**config.mk**
```make
export PLATFORM = sky130hd
export DESIGN_NAME = ssd_scan_driver_flat
export DESIGN_NICKNAME = d
export VERILOG_FILES = /design/src/rtl/ssd_scan_driver_if.sv /design/src/rtl/ssd_scan_driver.sv /design/src/flat_wrapper.sv
export SDC_FILE = /design/constraint.sdc
export NUM_CORES = 1
export LEC_CHECK = 0
export ABC_AREA = 1
export BUFFER_PORTS_ARGS = -buffer_cell sky130_fd_sc_hd__buf_2
export CAP_MARGIN = 25
export CORE_ASPECT_RATIO = 1.5
export CORE_MARGIN = 1
export CORE_UTILIZATION = 40
export CTS_CLUSTER_SIZE = 30
export DETAILED_ROUTE_END_ITERATION = 10
export GPL_ROUTABILITY_DRIVEN = 0
export GPL_TIMING_DRIVEN = 0
export SETUP_SLACK_MARGIN = 0.02
export SYNTH_ARGS = -nofsm -noshare
export SYNTH_HDL_FRONTEND = slang
export SYNTH_SLANG_ARGS = --single-unit
export TNS_END_PERCENT = 1
```
**constraint.sdc**
```tcl
create_clock -name clk -period 2.71 [get_ports clk]
set_input_delay 0.271 -clock clk [delete_from_list [all_inputs] [get_ports clk]]
set_output_delay 0.271 -clock clk [all_outputs]
set_load 0.005 [all_outputs]
```
**src/rtl/ssd_scan_driver_if.sv**
```systemverilog
// Digit-data and display-drive bundle for ssd_scan_driver.
// master drives the digit data and load strobe; slave drives the segment outputs.
interface ssd_scan_driver_if #(
    parameter int unsigned NUM_DIGITS = 4
);
    logic [4*NUM_DIGITS-1:0] value;
    logic [NUM_DIGITS-1:0]   dp_in;
    logic [NUM_DIGITS-1:0]   blank_in;
    logic                    load;
    logic [6:0]              seg;
    logic                    dp;
    logic [NUM_DIGITS-1:0]   an;
    logic                    frame_done;

    modport master (
        output value, dp_in, blank_in, load,
        input  seg, dp, an, frame_done
    );

    modport slave (
        input  value, dp_in, blank_in, load,
        output seg, dp, an, frame_done
    );
endinterface

```
**src/rtl/ssd_scan_driver.sv**
```systemverilog
// Multiplexed seven-segment scan driver with frame-atomic double-buffered digit data.
// Define SSD_LZ_SUPPRESS_EN to compile in leading-zero suppression.
module ssd_scan_driver #(
    parameter int unsigned NUM_DIGITS  = 4,
    parameter int unsigned REFRESH_DIV = 50000
) (
    input  logic              clk,
    input  logic              rst,
    ssd_scan_driver_if.slave  bus
);
    localparam int unsigned PW = (REFRESH_DIV > 1) ? $clog2(REFRESH_DIV) : 1;
    localparam int unsigned IW = (NUM_DIGITS > 1) ? $clog2(NUM_DIGITS) : 1;
    localparam int unsigned VW = 4 * NUM_DIGITS;

    logic [PW-1:0]         presc_q, presc_d;
    logic [IW-1:0]         idx_q, idx_d;
    logic [VW-1:0]         act_val_q, act_val_d, pend_val_q, pend_val_d;
    logic [NUM_DIGITS-1:0] act_dp_q, act_dp_d, pend_dp_q, pend_dp_d;
    logic [NUM_DIGITS-1:0] act_blank_q, act_blank_d, pend_blank_q, pend_blank_d;
    logic                  pend_vld_q, pend_vld_d;
    logic [6:0]            seg_q, seg_d;
    logic                  dp_q, dp_d;
    logic [NUM_DIGITS-1:0] an_q, an_d;
    logic                  frame_done_q, frame_done_d;

    logic                  tick, wrap;
    logic [3:0]            cur_nib;
    logic                  cur_dp, cur_blank;
    logic [NUM_DIGITS-1:0] eff_blank;

    function automatic logic [6:0] hex_to_seg(input logic [3:0] n);
        logic [6:0] s;
        case (n)
            4'h0: s = 7'h40;  4'h1: s = 7'h79;  4'h2: s = 7'h24;  4'h3: s = 7'h30;
            4'h4: s = 7'h19;  4'h5: s = 7'h12;  4'h6: s = 7'h02;  4'h7: s = 7'h78;
            4'h8: s = 7'h00;  4'h9: s = 7'h10;  4'hA: s = 7'h08;  4'hB: s = 7'h03;
            4'hC: s = 7'h46;  4'hD: s = 7'h21;  4'hE: s = 7'h06;  default: s = 7'h0E;
        endcase
        return s;
    endfunction

`ifdef SSD_LZ_SUPPRESS_EN
    logic [NUM_DIGITS-1:0] lz_mask;

    // Walk down from the top digit; a digit is suppressed while every nibble from it upward is zero.
    always_comb begin
        logic zero_run;
        lz_mask  = '0;
        zero_run = 1'b1;
        for (int k = int'(NUM_DIGITS) - 1; k > 0; k--) begin
            zero_run   = zero_run && (act_val_q[4*k +: 4] == 4'h0);
            lz_mask[k] = zero_run && !act_dp_q[k];
        end
    end

    assign eff_blank = act_blank_q | lz_mask;
`else
    assign eff_blank = act_blank_q;
`endif

    // Scan timing, buffer management and next output values.
    always_comb begin
        presc_d      = presc_q + PW'(1);
        idx_d        = idx_q;
        act_val_d    = act_val_q;
        act_dp_d     = act_dp_q;
        act_blank_d  = act_blank_q;
        pend_val_d   = pend_val_q;
        pend_dp_d    = pend_dp_q;
        pend_blank_d = pend_blank_q;
        pend_vld_d   = pend_vld_q;
        cur_nib      = 4'h0;
        cur_dp       = 1'b0;
        cur_blank    = 1'b1;
        an_d         = '1;

        tick = (presc_q == PW'(REFRESH_DIV - 1));
        wrap = tick && (idx_q == IW'(NUM_DIGITS - 1));

        if (tick) begin
            presc_d = '0;
            idx_d   = wrap ? '0 : idx_q + IW'(1);
        end

        // Active data only ever changes on the frame boundary.
        if (wrap && bus.load) begin
            act_val_d   = bus.value;
            act_dp_d    = bus.dp_in;
            act_blank_d = bus.blank_in;
            pend_vld_d  = 1'b0;
        end else if (wrap && pend_vld_q) begin
            act_val_d   = pend_val_q;
            act_dp_d    = pend_dp_q;
            act_blank_d = pend_blank_q;
            pend_vld_d  = 1'b0;
        end else if (bus.load) begin
            pend_val_d   = bus.value;
            pend_dp_d    = bus.dp_in;
            pend_blank_d = bus.blank_in;
            pend_vld_d   = 1'b1;
        end

        for (int k = 0; k < int'(NUM_DIGITS); k++) begin
            if (idx_q == IW'(k)) begin
                cur_nib   = act_val_q[4*k +: 4];
                cur_dp    = act_dp_q[k];
                cur_blank = eff_blank[k];
                if (!eff_blank[k] && (presc_q != '0)) begin
                    an_d[k] = 1'b0;
                end
            end
        end

        seg_d = cur_blank ? 7'h7F : hex_to_seg(cur_nib);
        dp_d  = cur_blank | ~cur_dp;

        // Look ahead one cycle so the registered pulse lands on the wrap cycle itself.
        frame_done_d = (presc_d == PW'(REFRESH_DIV - 1)) && (idx_d == IW'(NUM_DIGITS - 1));
    end

    always_ff @(posedge clk) begin
        if (rst) begin
            presc_q      <= '0;
            idx_q        <= '0;
            act_val_q    <= '0;
            act_dp_q     <= '0;
            act_blank_q  <= '0;
            pend_val_q   <= '0;
            pend_dp_q    <= '0;
            pend_blank_q <= '0;
            pend_vld_q   <= 1'b0;
            seg_q        <= 7'h7F;
            dp_q         <= 1'b1;
            an_q         <= '1;
            frame_done_q <= 1'b0;
        end else begin
            presc_q      <= presc_d;
            idx_q        <= idx_d;
            act_val_q    <= act_val_d;
            act_dp_q     <= act_dp_d;
            act_blank_q  <= act_blank_d;
            pend_val_q   <= pend_val_d;
            pend_dp_q    <= pend_dp_d;
            pend_blank_q <= pend_blank_d;
            pend_vld_q   <= pend_vld_d;
            seg_q        <= seg_d;
            dp_q         <= dp_d;
            an_q         <= an_d;
            frame_done_q <= frame_done_d;
        end
    end

    assign bus.seg        = seg_q;
    assign bus.dp         = dp_q;
    assign bus.an         = an_q;
    assign bus.frame_done = frame_done_q;
endmodule

```
**src/flat_wrapper.sv**
```systemverilog
// flat-port wrapper written by rule: the top's interface ports become plain ports
module ssd_scan_driver_flat 
#(
    parameter int unsigned NUM_DIGITS  = 4,
    parameter int unsigned REFRESH_DIV = 50000
)
  (clk, rst, bus_value, bus_dp_in, bus_blank_in, bus_load, bus_seg, bus_dp, bus_an, bus_frame_done);
  ssd_scan_driver_if #(.NUM_DIGITS(NUM_DIGITS)) bus_i ();
  input  logic clk;
  input  logic rst;
  input wire logic [$bits(bus_i.value)-1:0] bus_value;
  input wire logic [$bits(bus_i.dp_in)-1:0] bus_dp_in;
  input wire logic [$bits(bus_i.blank_in)-1:0] bus_blank_in;
  input wire logic [$bits(bus_i.load)-1:0] bus_load;
  output wire logic [$bits(bus_i.seg)-1:0] bus_seg;
  output wire logic [$bits(bus_i.dp)-1:0] bus_dp;
  output wire logic [$bits(bus_i.an)-1:0] bus_an;
  output wire logic [$bits(bus_i.frame_done)-1:0] bus_frame_done;
  assign bus_i.value = bus_value;
  assign bus_i.dp_in = bus_dp_in;
  assign bus_i.blank_in = bus_blank_in;
  assign bus_i.load = bus_load;
  assign bus_seg = bus_i.seg;
  assign bus_dp = bus_i.dp;
  assign bus_an = bus_i.an;
  assign bus_frame_done = bus_i.frame_done;
  ssd_scan_driver #(.NUM_DIGITS(NUM_DIGITS), .REFRESH_DIV(REFRESH_DIV)) u_core (.clk(clk), .rst(rst), .bus(bus_i));
endmodule
```
## Word level (Yosys, flattened, before mapping)

Memories as Yosys holds them, arrays and structs flattened. A register that Yosys moved wholly into a read port is not among the register bits.
Cells that the tools add are included.

| cells by class | value |
|---|---|
| add/sub/neg operators | 2 |
| reductions and logical operators | 22 |
| muxes and demuxes | 25 |
| equality and inequality tests | 6 |
| bitwise gates (word level) | 8 |

Operators by type and width:

| kind | number |
|---|---|
| 2-to-1 mux 16 bit | 3 |
| == test 16 bit (second input constant) | 2 |
| 2-to-1 mux 4 bit | 8 |
| adder 16 x 1 -> 16 bit (second input constant) | 1 |
| nonzero test 16 bit | 1 |
| 2-to-1 mux 1 bit | 12 |
| OR reduction 2 bit | 5 |
| logical AND 1 bit | 8 |
| NOT 1 bit | 7 |
| == test 2 bit (second input constant) | 3 |
| logical NOT 1 bit | 4 |
| 2-to-1 mux 2 bit | 2 |
| AND reduction 3 bit | 1 |
| OR reduction 3 bit | 1 |
| adder 2 x 1 -> 2 bit (second input constant) | 1 |
| == test 2 x 1 -> 1 bit (second input constant) | 1 |
| logical NOT 2 bit | 1 |
| nonzero test 2 bit | 1 |
| OR 1 bit | 1 |

| word-level totals | value |
|---|---|
| output and inout bits | 13 |
| memory bits (read-only) | 112 |
| memories kept | 1 |
| bits of input ports | 27 |
| bits in registers | 73 |

Memory list:

| memory | words | width | read ports | clocked after memory_dff | write ports | line | text |
|---|---|---|---|---|---|---|---|
| (no name shown) | 16 | 7 | 1 | 1 | 0 | ssd_scan_driver.sv:33 | `case (n)` |

## Longest topological paths before layout

| depth | value |
|---|---|
| depth in word-level cells | 7 |
| depth in mapped cells | 13 |
| depth with buffers taken out | 13 |

## Worst setup path before layout

Ideal clock, no wire load.

| path | value |
|---|---|
| path kind | flip-flop to flip-flop |
| start point | reg u_core.idx_q[0] |
| end point | reg u_core.seg_q[3], in the netlist u_core.bus.seg[3] |
| cell stages (with the launch flop) | 13 |
| required time | 2.586 ns |
| clock period less this slack | 1.954 ns |
| buffers on the path | 0 |
| path slack | 0.756 ns |
| arrival time | 1.831 ns |
| path through | dfxtp_1 inv_1 ha_1 inv_1 nor2_1 nor2_1 a22oi_1 inv_1 ha_1 nand2_1 nand2_1 nand2_1 nand3_1 |

| between the ends | value |
|---|---|
| word-level cells in the longest chain between the ends | 6 |

Ends and longest elaborated chain:

| element | line | text |
|---|---|---|
| start: declaration | ssd_scan_driver.sv:16 | `logic [IW-1:0] idx_q, idx_d;` |
| start signal: assignment | ssd_scan_driver.sv:138 | `idx_q <= idx_d;` |
| logical NOT 2 bit | ssd_scan_driver.sv:104 | `if (idx_q == IW'(k)) begin` |
| 2-to-1 mux 1 bit (4 in a row) | ssd_scan_driver.sv:104 |  |
| OR reduction 2 bit (no line) | n/a |  |
| end: declaration | ssd_scan_driver.sv:21 | `logic [6:0] seg_q, seg_d;` |

Several ways; a longest one is shown, not always the timed one.
A chain may end at the register's enable or synchronous reset.

## Worst setup path in the final report

| path | value |
|---|---|
| start point | reg u_core.idx_q[0] |
| end point | reg u_core.seg_q[1], in the netlist u_core.bus.seg[1] |

Same word-level chain as after synthesis.

==> run summary <==
The H-tree was split into 3 levels. The internal power of the cells totals 2.15 mW. The half-perimeter wire length of the detailed placement result came out at 7320 um. The die span in y is 122 um. The actual slew at the worst max-slew pin is 606 ps.

Yosys mapped a number of flops with a built-in enable equal to 0. The switching component of the power came out at 0.566 mW. The area growth from synthesis to layout is 17.4%. By instance count, the cell type seen most on the critical path is sky130_fd_sc_hd__inv_1. The count of nets left with antenna violations once routing finished came out at 0. The worst setup path is launched from a flop. The number of global-route vias before repair is 3417. The register cell area after layout is 1600 sq um. The final number of hold-violating endpoints is 0. The area of the mapped netlist is 3830 sq um. The unique cell type count in the Yosys netlist came out at 31.

The biggest area contributor in the post-synthesis netlist is sky130_fd_sc_hd__dfxtp_1. The leftover overflow at the end of global routing came out at 0. The filler cells instantiated in the layout total 958. The worst-case IR drop observed on VDD is 0.366 mV.

The core region area is 9250 sq um. The number of rows created at floorplan came out at 43. The cell family contributing the most delay on the critical path is adder cells. TritonCTS built the clock tree. In the final layout, the multi-input gates occupy 1960 sq um. The run finished with clean final reports. 40 I/O pins were placed. The total nets after synthesis came out at 550.

The post-route clock skew is 6.26 ps. The number of instances in the placed design came out at 661. The ratio of routed vias to standard cells is 5.28.

The library cells used most frequently in the layout, excluding fill and tap cells, are sky130_fd_sc_hd__nand2_1, sky130_fd_sc_hd__dfxtp_1, sky130_fd_sc_hd__nor2_1, sky130_fd_sc_hd__nand3_1, sky130_fd_sc_hd__buf_2. The number of warnings issued by yosys came out at 0. Ranked by total cell area, the synthesized netlist is headed by sky130_fd_sc_hd__dfxtp_1, sky130_fd_sc_hd__nand2_1, sky130_fd_sc_hd__nand3_1. The clock power share came out at 49.4%. The combinational cell fraction of total power is 5.5%.

The total negative slack is 0 ps. The net count of the finished layout is 599. The die covers 9970 sq um. The critical path goes through inv_1, ha_1, inv_1, nor2_1, nor2_1, a22oi_1, inv_1, ha_1, nand2_1, o21ai_0, nand2_1, o211ai_1. Synthesis produced a netlist whose cell count is 511. The number of vias after detailed routing came out at 3572. The effective utilization at floorplan came out at 41.4%.

The largest net degree at the start of global routing is 13. The port buffer count came out at 38. Summed over all layers, the routed wires come to 9710 um. Per report_power, the sequential group accounts for 45.1% of the total.

Leaving out filler cells and counting taps, the final layout contains 677. Before antenna repair, the detailed router went through 4 iterations. The remaining design rule violation count is 0. The largest fanout on the critical path came out at 7.

Each instance of the synthesized netlist takes up on average 7.49 sq um. Global routing used 21.4% of the available tracks. Setup repair after global routing left no endpoint under its margin. The critical path contains buffers and inverters numbering 3 combined. The proportion of layout cells with a drive suffix above 1 came out at 17.0%.

The predominant post-synthesis flop cell is sky130_fd_sc_hd__dfxtp_1. The reported leakage power is 1.82 nW. The die extent in x is 81.9 um. The top-area cell type share of the netlist area is 41.8%. The setup fix buffers added after clock tree synthesis is 0.

The first global-routing pass estimated 15900 um of wire. Clock tree synthesis selected as its root buffer the cell sky130_fd_sc_hd__clkbuf_16. Final hold analysis gives a worst-case slack of 216 ps. The share of flip-flops with an asynchronous set or reset is 0%. The post-cts gate resize count came out at 0. The clock latency reported for the late side of the worst-skew pair is 340 ps. The tightest min-delay check is of the input port to flop type. The number of antenna violations at the first check in global routing is 0. The proportion of total power due to net switching is 20.9%. Max-cap violations in this run came to 0.

The setup path with the least slack is of type flop to flop. The proportion of synthesized chip area in sequential cells is 41.8%. The max-slew violation count is 0. In this design, the stage delay of the slowest critical-path cell is 350 ps. Buffers inserted to repair hold after CTS numbered 0.

The worst slew margin relative to its limit is 59.6%. For this design the ratio of total power to cell area is 604 nW/um^2. The clock-pin slew reported for the worst setup and hold paths after clock tree synthesis is 60 ps. The number of sinks on the clock net is 80. The number of CTS-inserted buffers came out at 9. At the worst endpoint, the required time is 2920 ps.

The minimum clock period after layout came out at 2370 ps. On the critical path, the stage with the largest delay is an instance of sky130_fd_sc_hd__dfxtp_1. The diode insertion count for antenna repair came out at 0. Dividing the detail-routed wire length by the instance count gives 14.3 um.

The maximum operating frequency came out at 422 MHz. The most common cell after layout, fill and taps aside is sky130_fd_sc_hd__nand2_1. The worst-case clock buffer depth came out at 2. The worst path uses 87.5% of the clock period. The flop and latch count out of synthesis came out at 80. The sort of element at the end of the critical path is a flop.

The total of endpoints with negative setup slack in the final report is 0. The critical path data arrival time is 2580 ps. The first-iteration detailed-routing DRC count came out at 221.
==> area by class of cell <==
type,instances,share of cell area [%]
clock buffer,14,6.10
tap,112,3.12
buffer,25,3.23
clock inverter,2,1.34
timing repair buffer,38,4.23
multi-input combinational,373,43.6
sequential,80,35.6
inverter,33,2.76
==> power by group through the flow <==
stage	clock network (mW)	registers, mW	logic, mW
floorplan	0	1.25	0.0878
global placement	0	1.25	0.146
detailed placement	0	1.25	0.150
CTS	1.37	1.22	0.150
global route	1.43	1.23	0.167
finish	1.34	1.22	0.150
==> Yosys cell counts, drive strengths merged, types with 4 or more instances <==
cell    count
a21oi      55
buf        12
clkbuf     13
dfxtp      80
ha         12
inv        33
nand2     113
nand3      50
nand4       8
nor2       59
o211ai      4
o21ai      33
o22ai      24
==> through the flow <==
stage | util (%) | area (sq um) | setup slack [ps] | total power, mW
after floorplan | - | 3830 | 756 | 1.33
after global placement | 44.9 | 4160 | 419 | 1.39
after detailed placement | 44.9 | 4160 | 358 | 1.40
after CTS | 48.6 | 4490 | 344 | 2.74
after global routing | 48.6 | 4490 | 126 | 2.82
final | 48.6 | 4490 | 339 | 2.71
==> flip-flops by register name, summed over array words and instances (netlist names) <==
register	count
u_core.act_blank_q	4
u_core.act_dp_q	4
u_core.act_val_q	16
u_core.bus.an	4
u_core.bus.dp	1
u_core.bus.frame_done	1
u_core.bus.seg	7
u_core.idx_q	2
u_core.pend_blank_q	4
u_core.pend_dp_q	4
u_core.pend_val_q	16
u_core.pend_vld_q	1
u_core.presc_q	16
==> tightest hold or removal path, cell delays in order <==
cell and delay (ps):
sky130_fd_sc_hd__buf_2 110, sky130_fd_sc_hd__nand3_1 70, sky130_fd_sc_hd__a21oi_1 60
==> final timing paths <==
path | start | to | slack [ps] | cells past startpoint
max | u_core.idx_q[0] | u_core.bus.seg[1] | 340 | 12
min | bus_value[9] | u_core.pend_val_q[9] | 220 | 3
max reg2reg | u_core.idx_q[0] | u_core.bus.seg[1] | 340 | 12
min reg2reg | u_core.pend_dp_q[0] | u_core.pend_dp_q[0] | 460 | 2
==> logic make-up (layout without fill, tap and decap cells) <==
| kind of cell | Yosys count | after routing | synth area share (%) |
|---|---|---|---|
| AND/OR/NAND/NOR | 235 | 235 | 27.0 |
| XOR/XNOR | 4 | 4 | 0.915 |
| buffers and inverters | 58 | 112 | 7.03 |
| AO/OA/AOI/OAI | 122 | 122 | 19.3 |
| adder cells (fa/ha/maj) | 12 | 12 | 3.92 |
| flip-flops | 80 | 80 | 41.8 |
==> layer usage <==
| metal | track usage [%] | share of wire [%] | vias to the layer above |
|---|---|---|---|
| met2 | 39.9 | 55 | 57 |
| li1 | - | - | 1832 |
| met1 | 21.7 | 40 | 1667 |
| met3 | 5.24 | 2.6 | 16 |
| met4 | 9.54 | 2.2 | 0 |
| met5 | 0 | 0 | - |
(Power assumes the default switching activity.)
